--- config.mk ---
export PLATFORM = sky130hd
export DESIGN_NAME = unidade_controle_sinfonia
export DESIGN_NICKNAME = d
export VERILOG_FILES = /design/src/rtl/sinfonia_pkg.sv /design/src/rtl/unidade_controle_sinfonia.sv
export SDC_FILE = /design/constraint.sdc
export NUM_CORES = 1
export LEC_CHECK = 0
export ABC_AREA = 1
export CAP_MARGIN = 5
export CORE_ASPECT_RATIO = 1.4
export CORE_UTILIZATION = 50
export DETAILED_ROUTE_END_ITERATION = 8
export PLACE_DENSITY = 0.8
export SLEW_MARGIN = 0
export SYNTH_ARGS = -nofsm -noshare
export SYNTH_HDL_FRONTEND = slang
export SYNTH_SLANG_ARGS = --single-unit
--- constraint.sdc ---
create_clock -name clock -period 2.4 [get_ports clock]
set_clock_uncertainty 0.1 [all_clocks]
set_input_delay 0.36 -clock clock [delete_from_list [all_inputs] [get_ports clock]]
set_output_delay 0.36 -clock clock [all_outputs]
set_load 0.05 [all_outputs]
--- src/rtl/sinfonia_pkg.sv ---
// Shared state encoding, strobe bundle and default sizing for the Sinfonia controller.
// decodifica() maps each state to its Moore strobes. The message-wrap clear is added by the controller.
package sinfonia_pkg;

    localparam int MAX_ERROS_PAD  = 3;
    localparam int MSG_PASSOS_PAD = 21;
    localparam int DISP_DIV_PAD   = 4;

    typedef enum logic [4:0] {
        INICIAL         = 5'd0,
        MENSAGEM        = 5'd1,
        AVANCA_MSG      = 5'd2,
        REGISTRA_MUSICA = 5'd3,
        PREPARA_RODADA  = 5'd4,
        TOCA_NOTA       = 5'd5,
        PROXIMA_NOTA    = 5'd6,
        FIM_MOSTRA      = 5'd7,
        ESPERA_JOGADA   = 5'd8,
        REGISTRA        = 5'd9,
        COMPARA         = 5'd10,
        PROXIMA_JOGADA  = 5'd11,
        ERRO            = 5'd12,
        FIM_RODADA      = 5'd13,
        PROXIMA_RODADA  = 5'd14,
        FIM_JOGO        = 5'd15
    } estado_t;

    typedef struct packed {
        logic zera_contador_rodada;
        logic zera_contador_jogada;
        logic zera_registrador_botoes;
        logic zeraErro;
        logic zeraPontos;
        logic zera_timer_msg;
        logic zera_contador_msg;
        logic zera_timeout_buzzer;
        logic zeraT;
        logic enable_contador_rodada;
        logic enable_contador_jogada;
        logic enable_registrador_botoes;
        logic enable_registrador_musica;
        logic enable_timer_msg;
        logic enable_contador_msg;
        logic conta_timeout_buzzer;
        logic contaT;
        logic contaErro;
        logic regPontos;
        logic calcular;
        logic mostraJ;
        logic mostraB;
        logic select_letra;
        logic sel_memoria_arduino;
        logic activateArduino;
    } saidas_t;

    function automatic saidas_t decodifica(input estado_t e);
        saidas_t s;
        s = '0;
        case (e)
            INICIAL: begin
                s.zera_contador_rodada    = 1'b1;
                s.zera_contador_jogada    = 1'b1;
                s.zera_registrador_botoes = 1'b1;
                s.zeraErro                = 1'b1;
                s.zeraPontos              = 1'b1;
                s.zera_timer_msg          = 1'b1;
                s.zera_contador_msg       = 1'b1;
                s.zera_timeout_buzzer     = 1'b1;
            end
            MENSAGEM:        s.enable_timer_msg = 1'b1;
            AVANCA_MSG: begin
                s.enable_contador_msg = 1'b1;
                s.zera_timer_msg      = 1'b1;
            end
            REGISTRA_MUSICA: s.enable_registrador_musica = 1'b1;
            PREPARA_RODADA: begin
                s.zera_contador_jogada = 1'b1;
                s.zeraErro             = 1'b1;
                s.zera_timeout_buzzer  = 1'b1;
            end
            TOCA_NOTA: begin
                s.mostraJ              = 1'b1;
                s.sel_memoria_arduino  = 1'b1;
                s.activateArduino      = 1'b1;
                s.conta_timeout_buzzer = 1'b1;
                s.select_letra         = 1'b1;
            end
            PROXIMA_NOTA: begin
                s.enable_contador_jogada = 1'b1;
                s.zera_timeout_buzzer    = 1'b1;
            end
            FIM_MOSTRA: begin
                s.zera_contador_jogada    = 1'b1;
                s.zera_registrador_botoes = 1'b1;
                s.zeraT                   = 1'b1;
            end
            ESPERA_JOGADA: begin
                s.mostraB         = 1'b1;
                s.activateArduino = 1'b1;
                s.select_letra    = 1'b1;
                s.contaT          = 1'b1;
            end
            REGISTRA: begin
                s.enable_registrador_botoes = 1'b1;
                s.zeraT                     = 1'b1;
            end
            PROXIMA_JOGADA:  s.enable_contador_jogada = 1'b1;
            ERRO:            s.contaErro = 1'b1;
            FIM_RODADA: begin
                s.calcular  = 1'b1;
                s.regPontos = 1'b1;
            end
            PROXIMA_RODADA:  s.enable_contador_rodada = 1'b1;
            FIM_JOGO:        s.mostraB = 1'b1;
            default:         s = '0;
        endcase
        return s;
    endfunction

endpackage

--- src/rtl/unidade_controle_sinfonia.sv ---
// Moore sequencer for the Sinfonia datapath. Strobes are registered from the next state, so they change with the state register.
// Each state lasts one cycle unless it waits on a datapath flag. The display digit index runs free in every state.
module unidade_controle_sinfonia
    import sinfonia_pkg::*;
#(
    parameter int MAX_ERROS  = MAX_ERROS_PAD,
    parameter int MSG_PASSOS = MSG_PASSOS_PAD,
    parameter int DISP_DIV   = DISP_DIV_PAD
) (
    input  logic       clock,
    input  logic       reset,
    input  logic       iniciar,
    input  logic       tem_jogada,
    input  logic       botoesIgualMemoria,
    input  logic       enderecoIgualLimite,
    input  logic       fimL,
    input  logic       muda_nota,
    input  logic       timeout_contador_msg,
    output logic       zera_contador_rodada,
    output logic       zera_contador_jogada,
    output logic       zera_registrador_botoes,
    output logic       zeraErro,
    output logic       zeraPontos,
    output logic       zera_timer_msg,
    output logic       zera_contador_msg,
    output logic       zera_timeout_buzzer,
    output logic       zeraT,
    output logic       enable_contador_rodada,
    output logic       enable_contador_jogada,
    output logic       enable_registrador_botoes,
    output logic       enable_registrador_musica,
    output logic       enable_timer_msg,
    output logic       enable_contador_msg,
    output logic       conta_timeout_buzzer,
    output logic       contaT,
    output logic       contaErro,
    output logic       regPontos,
    output logic       calcular,
    output logic       mostraJ,
    output logic       mostraB,
    output logic       select_letra,
    output logic       sel_memoria_arduino,
    output logic       activateArduino,
    output logic [1:0] contagem_display,
    output logic [4:0] db_estado
);

    localparam int W_ERR  = $clog2(MAX_ERROS + 1);
    localparam int W_PASS = $clog2(MSG_PASSOS + 1);
    localparam int W_DIV  = $clog2(DISP_DIV + 1);
    localparam logic [W_ERR-1:0]  ERR_MAX    = W_ERR'(MAX_ERROS);
    localparam logic [W_PASS-1:0] PASSOS_FIM = W_PASS'(MSG_PASSOS - 1);
    localparam logic [W_DIV-1:0]  DIV_FIM    = W_DIV'(DISP_DIV - 1);

    estado_t           r_estado;
    estado_t           w_prox;
    saidas_t           r_saida;
    saidas_t           w_saida;
    logic [W_ERR-1:0]  r_erros;
    logic [W_PASS-1:0] r_passos;
    logic [W_DIV-1:0]  r_div;
    logic [1:0]        r_disp;
    logic              w_passo_fim;

    assign w_passo_fim = (r_passos == PASSOS_FIM);

    always_comb begin
        w_prox = r_estado;
        case (r_estado)
            INICIAL:         if (iniciar) w_prox = MENSAGEM;
            MENSAGEM: begin
                if (tem_jogada)                w_prox = REGISTRA_MUSICA;
                else if (timeout_contador_msg) w_prox = AVANCA_MSG;
            end
            AVANCA_MSG:      w_prox = tem_jogada ? REGISTRA_MUSICA : MENSAGEM;
            REGISTRA_MUSICA: w_prox = PREPARA_RODADA;
            PREPARA_RODADA:  w_prox = TOCA_NOTA;
            TOCA_NOTA:       if (muda_nota) w_prox = enderecoIgualLimite ? FIM_MOSTRA : PROXIMA_NOTA;
            PROXIMA_NOTA:    w_prox = TOCA_NOTA;
            FIM_MOSTRA:      w_prox = ESPERA_JOGADA;
            ESPERA_JOGADA:   if (tem_jogada) w_prox = REGISTRA;
            REGISTRA:        w_prox = COMPARA;
            COMPARA: begin
                if (!botoesIgualMemoria)      w_prox = ERRO;
                else if (enderecoIgualLimite) w_prox = FIM_RODADA;
                else                          w_prox = PROXIMA_JOGADA;
            end
            PROXIMA_JOGADA:  w_prox = ESPERA_JOGADA;
            ERRO:            w_prox = (r_erros == ERR_MAX) ? FIM_JOGO : ESPERA_JOGADA;
            FIM_RODADA:      w_prox = fimL ? FIM_JOGO : PROXIMA_RODADA;
            PROXIMA_RODADA:  w_prox = PREPARA_RODADA;
            FIM_JOGO:        if (iniciar) w_prox = INICIAL;
            default:         w_prox = INICIAL;
        endcase
    end

    // The last scroll step also rewinds the message counter in the datapath.
    always_comb begin
        w_saida = decodifica(w_prox);
        if (w_prox == AVANCA_MSG && w_passo_fim)
            w_saida.zera_contador_msg = 1'b1;
    end

    always_ff @(posedge clock or posedge reset) begin
        if (reset) begin
            r_estado <= INICIAL;
            r_saida  <= decodifica(INICIAL);
            r_erros  <= '0;
            r_passos <= '0;
        end else begin
            r_estado <= w_prox;
            r_saida  <= w_saida;
            if (w_prox == INICIAL || w_prox == PREPARA_RODADA)
                r_erros <= '0;
            else if (w_prox == ERRO && r_erros != ERR_MAX)
                r_erros <= r_erros + 1'b1;
            if (w_prox == INICIAL)
                r_passos <= '0;
            else if (w_prox == AVANCA_MSG)
                r_passos <= w_passo_fim ? '0 : r_passos + 1'b1;
        end
    end

    always_ff @(posedge clock or posedge reset) begin
        if (reset) begin
            r_div  <= '0;
            r_disp <= '0;
        end else if (r_div == DIV_FIM) begin
            r_div  <= '0;
            r_disp <= r_disp + 1'b1;
        end else begin
            r_div  <= r_div + 1'b1;
        end
    end

    assign zera_contador_rodada      = r_saida.zera_contador_rodada;
    assign zera_contador_jogada      = r_saida.zera_contador_jogada;
    assign zera_registrador_botoes   = r_saida.zera_registrador_botoes;
    assign zeraErro                  = r_saida.zeraErro;
    assign zeraPontos                = r_saida.zeraPontos;
    assign zera_timer_msg            = r_saida.zera_timer_msg;
    assign zera_contador_msg         = r_saida.zera_contador_msg;
    assign zera_timeout_buzzer       = r_saida.zera_timeout_buzzer;
    assign zeraT                     = r_saida.zeraT;
    assign enable_contador_rodada    = r_saida.enable_contador_rodada;
    assign enable_contador_jogada    = r_saida.enable_contador_jogada;
    assign enable_registrador_botoes = r_saida.enable_registrador_botoes;
    assign enable_registrador_musica = r_saida.enable_registrador_musica;
    assign enable_timer_msg          = r_saida.enable_timer_msg;
    assign enable_contador_msg       = r_saida.enable_contador_msg;
    assign conta_timeout_buzzer      = r_saida.conta_timeout_buzzer;
    assign contaT                    = r_saida.contaT;
    assign contaErro                 = r_saida.contaErro;
    assign regPontos                 = r_saida.regPontos;
    assign calcular                  = r_saida.calcular;
    assign mostraJ                   = r_saida.mostraJ;
    assign mostraB                   = r_saida.mostraB;
    assign select_letra              = r_saida.select_letra;
    assign sel_memoria_arduino       = r_saida.sel_memoria_arduino;
    assign activateArduino           = r_saida.activateArduino;
    assign contagem_display          = r_disp;
    assign db_estado                 = r_estado;

endmodule

==> impl_metrics.csv, run 1 <==
group,metric,value,unit
outcome,status,"completed",
placed_design,place_area,2340,µm²
final_layout,drive_gt1_share,17.2,%
drt,wl,3590,µm
worst_setup_path,crit_path_start_kind,"flop",
power_and_ir_drop,p_switching,0.966,mW
global_routing,use_met3,4.85,%
final_layout,register_area,935,µm²
drt,vias,1560,
clocking,clockRootBuffer,"clkbuf_8",
power_and_ir_drop,power.switching_fraction,42.5,%
logic_synthesis,yosysWarnings,0,
final_layout,area_delta_synth_final,27.2,%
power_and_ir_drop,internal-power,1.31,mW
worst_setup_path,cpPeakStageDelay,880,ps
worst_setup_path,crit_slowest_cell,"clkdlybuf4s50_1",
sta,finalSetupTns,0,ps
final_layout,antennaDiodeCount,0,
worst_hold_path,min_path_type,"reg2reg",
logic_synthesis,ys.flop_type,"dfrtp_1",
worst_setup_path,reg2reg_from,"db_estado[0]",
power_and_ir_drop,powerDensity,933,nW/µm²
worst_setup_path,cp_data_required_time,1940,ps
worst_hold_path,min_path_cells,1,
global_routing,grt_pass1_vias,1456,
logic_synthesis,synth-edff-count,0,
sta,period_needed,2180,ps
logic_synthesis,async_flop_share,100,%
clocking,cts.sinks,37,
final_layout,stdcell_area,2430,µm²
worst_setup_path,worstPathCellList,"clkdlybuf4s50_1",
floorplanning,core_area,3640,µm²
worst_setup_path,r2r_cells,11,
global_routing,grt_use_met1,24.3,%
floorplanning,rows,26,
clocking,cts_hold_buf,0,
sta,hold_violations,0,
power_and_ir_drop,peakVddDrop,0.00102,V
clocking,postCtsSetupBuffers,0,
floorplanning,design.die.area,4080,µm²
clocking,clkLatencyLatePin,290,ps
power_and_ir_drop,p_comb_share,44.4,%
sta,setup_violations,0,
power_and_ir_drop,seqPwrFrac,36.6,%
placed_design,port_buffers,40,
placed_design,dp_hpwl,2880,µm
global_routing,grtUsageTotal,21.2,%
drt,drtPass1Iterations,4,
drt,drcViolationCount,0,
global_routing,grt_max_degree,38,
worst_setup_path,path_buf_inv,1,
floorplanning,start_util,52.5,%
worst_setup_path,cp_top_family,"buffers and inverters",
clocking,path_clk_slew,60,ps
clocking,cts_max_level,2,
worst_setup_path,crit_type,"reg2out",
placed_design,place.gp.congestion,0.925,
logic_synthesis,synth_seq_cells,37,
power_and_ir_drop,leakage,1.33,nW
worst_setup_path,worstPathMaxFanout,9,
global_routing,antenna_found_initial,0,
global_routing,grt_pass1_wl,6180,µm
drt,avgViaCountPerCell,4.95,
final_layout,final_common_cell,"nand2_1",
floorplanning,ios,41,
drt,ant_nets,0,
drt,detail_route.wl_per_cell,11.4,µm
logic_synthesis,synth_nets,241,
logic_synthesis,synth_cell_type_count,28,
worst_setup_path,reg2reg_to,"r_erros[0]",
final_layout,final_cell_mix,"nand2_1 (52), clkdlybuf4s50_1 (40), inv_1 (32)",
final_layout,nNetsFinal,285,
global_routing,gr-usage-met2,35.9,%
sta,drv_slew,0,
drt,drtIter0Drc,16,
sta,tightest_slew,513,ps
final_layout,nFillCells,300,
logic_synthesis,syn_avg_cell_area,8.40,µm²
floorplanning,die_height,75.2,µm
sta,clock.fmax,458,MHz
clocking,tritoncts,"yes",
clocking,cts.repair.resized,0,
floorplanning,die_w,54.3,µm
logic_synthesis,syn_inst,228,
worst_hold_path,holdPathEnd,"r_div[0]",
clocking,cts.path.max_buffers,2,
power_and_ir_drop,p_clk_share,19.0,%
clocking,cts_buffers,5,
sta,rsz0062_at_grt,"false",
global_routing,top_usage_layer,"met2",
global_routing,grt.overflow.total,0,
sta,min_period_over_period,91.0,%
sta,slew_headroom,65.7,%
worst_setup_path,endpoint_kind,"output pin",
worst_hold_path,hold_path.startpoint,"r_div[0]",
flow_run,drv_cap,0,
worst_setup_path,crit_arrival,1720,ps
logic_synthesis,synth_area,1910,µm²
logic_synthesis,yosysSeqAreaShare,48.8,%
final_layout,multi_input_area,796,µm²
worst_setup_path,r2r_slack,360,ps
-- worst reg2reg max path, stage by stage, from the launching register on --
cell	delay (ps)
dfrtp_1	560
nor2_2	110
nand2_1	130
inv_2	60
nand2_1	100
nand2_1	70
nor2_2	170
nand3_4	150
nor2_2	180
nand2_1	140
nand3_1	120
nand2_1	50
-- cell usage after synthesis, types with 2 or more instances --
cell type | n | area, µm²
nor2_2 | 11 | 68.8
ha_1 | 4 | 50.1
nand3_4 | 2 | 35.0
nor2_4 | 2 | 22.5
buf_4 | 6 | 45.0
dfstp_2 | 7 | 184
nand3_2 | 2 | 20.0
nand2_1 | 52 | 195
o21ai_0 | 8 | 40.0
dfrtp_1 | 30 | 751
nand4_1 | 4 | 25.0
nand3_1 | 18 | 90.1
inv_2 | 5 | 18.8
nand2_2 | 4 | 25.0
inv_1 | 32 | 120
nor2_1 | 26 | 97.6
a21oi_1 | 4 | 20.0
-- layer usage --
| layer | up-vias | routed length (µm) |
|---|---|---|
| li1 | 784 | - |
| met5 | - | 0 |
| met1 | 714 | 1400 |
| met4 | 0 | 125 |
| met2 | 49 | 1890 |
| met3 | 13 | 176 |
-- final cells by class --
class | count | share of cell area [%]
multi-input combinational | 148 | 32.7
tap | 42 | 2.16
sequential | 37 | 38.4
inverter | 37 | 5.70
timing repair buffer | 43 | 17.4
clock buffer | 8 | 3.70
-- cells by family after synthesis --
group / Yosys count / share of synthesized area [%]
AND/OR/NAND/NOR: 128 / 34.3
other: 1 / 0.196
buffers and inverters: 43 / 9.61
AO/OA/AOI/OAI: 14 / 3.99
XOR/XNOR: 1 / 0.458
adder cells (fa/ha/maj): 4 / 2.61
flip-flops: 37 / 48.8
-- sequential cells by signal, summed over array words and instances (netlist names), 2 cells and up --
signal,cells
r_div,3
r_erros,2
contagem_display,2
db_estado,5
r_passos,5
-- power by group through the flow --
stage                     combinational [mW]  clock (mW)  sequential (mW)
after global placement                  1.00           0            0.844
after floorplan                        0.444           0             1.14
final                                   1.01       0.431            0.832
after global routing                    1.09       0.475            0.845
after detailed placement                1.01           0            0.844
after CTS                               1.02       0.442            0.834
-- how the worst max path moves through the flow --
stage / slack [ps] / from / cells past startpoint / endpoint
final: 220 / db_estado[0] / 1 / db_estado[0]
after global routing: 150 / db_estado[0] / 1 / db_estado[0]
after CTS: 210 / db_estado[0] / 1 / db_estado[0]
after detailed placement: 240 / tem_jogada / 11 / r_erros[0]
after global placement: 270 / iniciar / 11 / r_passos[1]
after floorplan: 290 / db_estado[0] / 12 / r_passos[0]
-- stage by stage --
stage / instances / hold slack, ps / util [%] / total power [mW] / setup slack (ps)
2_1_floorplan: 228 / 309 / - / 1.58 / 285
3_3_place_gp: 307 / 324 / 64.4 / 1.85 / 266
3_5_place_dp: 307 / 329 / 64.4 / 1.86 / 238
4_1_cts: 315 / 337 / 66.8 / 2.29 / 212
5_1_grt: 315 / 370 / 66.8 / 2.41 / 150
6_report: 315 / 333 / 66.8 / 2.27 / 216
Note: power is estimated with default switching activity, not from simulation.
==> run 2, diff against run 1 <==
--- a/config.mk
+++ b/config.mk
@@ -8,9 +8,10 @@
 export ABC_AREA = 1
 export CAP_MARGIN = 5
 export CORE_ASPECT_RATIO = 1.4
-export CORE_UTILIZATION = 50
+export CORE_UTILIZATION = 62
 export DETAILED_ROUTE_END_ITERATION = 8
-export PLACE_DENSITY = 0.8
+export DONT_BUFFER_PORTS = 1
+export PLACE_DENSITY = 0.79
 export SLEW_MARGIN = 0
 export SYNTH_ARGS = -nofsm -noshare
 export SYNTH_HDL_FRONTEND = slang
==> impl_metrics.csv, run 2 (synthesized netlist as in run 1, its figures left out) <==
group,metric,value,unit
global_routing,grt_pass1_wl,6220,µm
sta,period_needed,2050,ps
power_and_ir_drop,powerDensity,1050,nW/µm²
global_routing,grt_pass1_vias,1404,
final_layout,multi_input_area,796,µm²
floorplanning,die_w,49.0,µm
drt,drtPass1Iterations,4,
drt,wl_met3,188,µm
sta,slew_headroom,52.7,%
sta,setup_violations,0,
worst_setup_path,worstPathMaxFanout,8,
worst_hold_path,min_path_type,"in2reg",
floorplanning,die_height,67.7,µm
clocking,cts_buffers,5,
drt,route.met2.wl,1950,µm
sta,drv_slew,0,
clocking,clkLatencyLatePin,290,ps
sta,rsz0062_at_grt,"false",
drt,ant_nets,0,
global_routing,grtUsageTotal,26.3,%
power_and_ir_drop,leakage,1.24,nW
drt,drtIter0Drc,40,
sta,hold_violations,0,
drt,wl,3690,µm
floorplanning,rows,23,
sta,tightest_slew,708,ps
placed_design,dp_hpwl,2950,µm
clocking,tritoncts,"yes",
clocking,path_clk_slew,70,ps
final_layout,antennaDiodeCount,0,
clocking,postCtsSetupBuffers,0,
drt,detail_route.wl_per_cell,13.3,µm
worst_setup_path,endpoint_kind,"flop",
drt,drcViolationCount,0,
final_layout,final_cell_mix,"nand2_1 (52), inv_1 (32), dfrtp_1 (30)",
placed_design,port_buffers,0,
outcome,status,"completed",
clocking,cts.sinks,37,
sta,min_period_over_period,85.3,%
drt,vias,1477,
floorplanning,start_util,65.9,%
drt,avgViaCountPerCell,5.33,
worst_setup_path,cp_data_required_time,2480,ps
global_routing,antenna_found_initial,0,
drt,routedLengthMet1,1430,µm
global_routing,grt.overflow.total,0,
floorplanning,ios,41,
final_layout,final_common_cell,"nand2_1",
global_routing,grt_max_degree,21,
final_layout,nNetsFinal,252,
floorplanning,design.die.area,3320,µm²
clocking,clockRootBuffer,"clkbuf_8",
sta,clock.fmax,489,MHz
clocking,cts.path.max_buffers,2,
placed_design,place.gp.congestion,0.929,
sta,fin_hold_ws,108,ps
clocking,cts_max_level,2,
flow_run,drv_cap,0,
final_layout,register_area,935,µm²
final_layout,area_delta_synth_final,11.0,%
final_layout,drive_gt1_share,22.9,%
drt,top_layer,"met4",
worst_setup_path,crit_type,"reg2reg",
power_and_ir_drop,peakVddDrop,0.000622,V
worst_setup_path,crit_arrival,2120,ps
sta,finalSetupTns,0,ps
worst_setup_path,crit_path_start_kind,"flop",
final_layout,nFillCells,227,
floorplanning,core_area,2910,µm²
[run 2: final cells by class]
| cell class | instances | share of cell area [%] |
|---|---|---|
| repair buffers | 10 | 4.24 |
| clock buffers | 6 | 3.88 |
| multi-input cells | 148 | 37.4 |
| clock inverters | 2 | 1.77 |
| well taps | 37 | 2.18 |
| inverters | 37 | 6.53 |
| flip-flops and latches | 37 | 44.0 |
[run 2: worst paths after layout]
check	slack, ps	startpoint	depth (start not counted)	to
setup reg to reg	350	r_erros[0]	11	r_erros[0]
max in group asynchronous	1040	reset	3	zera_timeout_buzzer
min in group asynchronous	540	reset	2	enable_contador_rodada
setup / recovery	350	r_erros[0]	11	r_erros[0]
hold reg to reg	340	r_div[0]	1	r_div[0]
hold / removal	110	tem_jogada	2	enable_registrador_musica
[run 2: layer usage]
metal	vias up	GRT usage, %
met5	-	0
met4	0	17.6
met3	9	6.98
met2	59	44.4
met1	685	29.2
li1	724	-
[run 2: report_power, final]
part / leakage, nW / total (mW) / switching, mW / internal, mW
Clock: 0.0574 / 0.548 / 0.211 / 0.337
Sequential: 0.483 / 1.13 / 0.357 / 0.770
Combinational: 0.696 / 0.558 / 0.392 / 0.165
[run 2: what timing repair did]
action,in CTS,in global routing
hold buffers,1,0
hold endpoints to repair,13,0
gates resized for setup,0,0
[run 2: through the flow]
stage | instance area, µm² | power, mW | cells | worst slack (ps) | utilization [%]
after CTS | 2130 | 2.25 | 277 | 340 | 73.1
final | 2130 | 2.23 | 277 | 353 | 73.1
after detailed placement | 2000 | 1.69 | 268 | 388 | 68.7
after global placement | 2000 | 1.68 | 268 | 414 | 68.7
after global routing | 2130 | 2.35 | 277 | 129 | 73.1
after floorplan | 1910 | 1.58 | 228 | 285 | -
[run 2: critical path: stages, from the launching register on]
cell and delay (ps):
dfrtp_1 400, ha_1 210, inv_1 110, nor2_1 90, nand2_4 90, nand2_2 70
nor2_2 140, nand3_2 220, nor2_2 200, nand2_1 140, nand3_1 120, nand2_1 60
==> run 3, diff against run 2 <==
--- a/config.mk
+++ b/config.mk
@@ -11,6 +11,7 @@
 export CORE_UTILIZATION = 62
 export DETAILED_ROUTE_END_ITERATION = 8
 export DONT_BUFFER_PORTS = 1
+export GPL_TIMING_DRIVEN = 0
 export PLACE_DENSITY = 0.79
 export SLEW_MARGIN = 0
 export SYNTH_ARGS = -nofsm -noshare
==> constraint.sdc (replaced) <==
create_clock -name clock -period 2.4 [get_ports clock]
set_clock_uncertainty 0.1 [all_clocks]
set_input_delay 0.36 -clock clock [delete_from_list [all_inputs] [get_ports clock]]
set_output_delay 0.36 -clock clock [all_outputs]
set_load 0.1 [all_outputs]
==> impl_metrics.csv, run 3 (synthesized netlist as in run 1, its figures left out) <==
group,metric,value,unit
floorplanning,ios,41,
final_layout,antennaDiodeCount,0,
clocking,clockRootBuffer,"clkbuf_8",
floorplanning,rows,23,
clocking,tritoncts,"yes",
drt,detail_route.wl_per_cell,13.6,µm
worst_hold_path,min_path_type,"in2reg",
sta,slew_headroom,39.0,%
worst_setup_path,cp_data_required_time,2470,ps
final_layout,drive_gt1_share,24.9,%
power_and_ir_drop,peakVddDrop,0.000675,V
power_and_ir_drop,powerDensity,1170,nW/µm²
worst_setup_path,endpoint_kind,"flop",
global_routing,grt_max_degree,38,
sta,tightest_slew,916,ps
floorplanning,core_area,2910,µm²
clocking,cts.sinks,37,
clocking,clkLatencyLatePin,280,ps
worst_setup_path,crit_slowest_cell,"dfrtp_4",
drt,drtIter0Drc,47,
sta,drv_slew,0,
sta,setup_violations,0,
floorplanning,design.die.area,3320,µm²
worst_setup_path,path_buf_inv,3,
worst_setup_path,worstPathCellList,"buf_6 > nor2_2 > nand2_1 > inv_2 > nand2_1 > nor2_1 > nor3_4 > nand3_4 > nor2_8 > inv_2 > nand2_1 > nand2_1",
drt,drcViolationCount,0,
flow_run,drv_cap,0,
final_layout,final_cell_mix,"nand2_1 (52), inv_1 (31), nor2_1 (26)",
floorplanning,die_w,49.0,µm
worst_setup_path,cpPeakStageDelay,620,ps
power_and_ir_drop,leakage,1.22,nW
clocking,path_clk_slew,60,ps
worst_setup_path,r2r_cells,12,
floorplanning,start_util,65.9,%
drt,vias,1484,
worst_setup_path,cp_top_family,"simple AND/OR/NAND/NOR gates",
worst_setup_path,worstPathMaxFanout,8,
worst_hold_path,min_path_cells,2,
power_and_ir_drop,finalPower,2.49,mW
final_layout,area_delta_synth_final,10.9,%
global_routing,antenna_found_initial,0,
sta,clock.fmax,441,MHz
sta,hold_violations,0,
worst_setup_path,crit_arrival,2340,ps
sta,setup_ws,131,ps
outcome,status,"completed",
worst_setup_path,crit_path_start_kind,"flop",
drt,avgViaCountPerCell,5.34,
worst_setup_path,crit_type,"reg2reg",
placed_design,numPlacedInstances,265,
global_routing,grtUsageTotal,25.2,%
final_layout,nNetsFinal,253,
drt,drtPass1Iterations,4,
final_layout,fin_cells,278,
drt,ant_nets,0,
worst_setup_path,crit_cells,12,
final_layout,final_common_cell,"nand2_1",
sta,min_period_over_period,94.5,%
placed_design,port_buffers,0,
sta,period_needed,2270,ps
floorplanning,die_height,67.7,µm
global_routing,grt_pass1_wl,6100,µm
placed_design,place.gp.congestion,0.930,
final_layout,register_area,951,µm²
clocking,cts.path.max_buffers,2,
clocking,cts_max_level,2,
placed_design,pre_cts_ws,-225,ps
global_routing,grt.overflow.total,0,
drt,wl,3780,µm
global_routing,grt_pass1_vias,1445,
final_layout,nFillCells,204,
placed_design,dp_hpwl,2830,µm
worst_setup_path,cpMostUsedCell,"nand2_1",
clocking,cts_buffers,5,
final_layout,multi_input_area,796,µm²
## run 3: layout make-up
class | instances | share of cell area (%)
Buffer | 6 | 2.30
Tap cell | 37 | 2.18
Clock inverter | 2 | 0.471
Timing Repair Buffer | 5 | 2.83
Inverter | 37 | 6.54
Clock buffer | 6 | 3.42
Sequential cell | 37 | 44.8
Multi-Input combinational cell | 148 | 37.5
## run 3: path summary, 6_finish.rpt
| check | to | slack [ps] | start |
|---|---|---|---|
| max in group asynchronous | zera_timeout_buzzer | 1240 | reset |
| worst min-delay path | enable_registrador_musica | 120 | tem_jogada |
| worst min register to register | r_div[0] | 360 | r_div[0] |
| worst max register to register | r_passos[0] | 130 | db_estado[0] |
| worst max-delay path | r_passos[0] | 130 | db_estado[0] |
| min in group asynchronous | enable_contador_rodada | 430 | reset |
## run 3: stage by stage
stage / area, µm² / hold slack [ps] / util (%) / TNS, ps
after floorplan: 1920 / 309 / - / 0
after global placement: 1960 / 319 / 67.5 / -1400
after detailed placement: 1960 / 342 / 67.5 / -2100
after CTS: 2050 / 118 / 70.6 / 0
after global routing: 2120 / 121 / 73.1 / -93.7
final: 2120 / 125 / 73.1 / 0
## run 3: metal layers
metal / wire, µm / track usage, %
met4: 112 / 15.8
met5: 0 / 0
met3: 171 / 4.95
met1: 1460 / 26.9
met2: 2040 / 45.8
## run 3: report_power, final
part	switching [mW]	internal, mW	total, mW	leakage (nW)
registers	0.719	0.782	1.50	0.475
clock network	0.199	0.201	0.400	0.0450
logic	0.414	0.178	0.592	0.699
total	1.33	1.16	2.49	1.22
## run 3: what timing repair did
item,CTS,global route
endpoints found under the setup margin,21,8
setup buffers,0,3
hold buffers,0,1
gates resized for setup,4,4
pin swaps,0,2
hold endpoints to repair,0,13
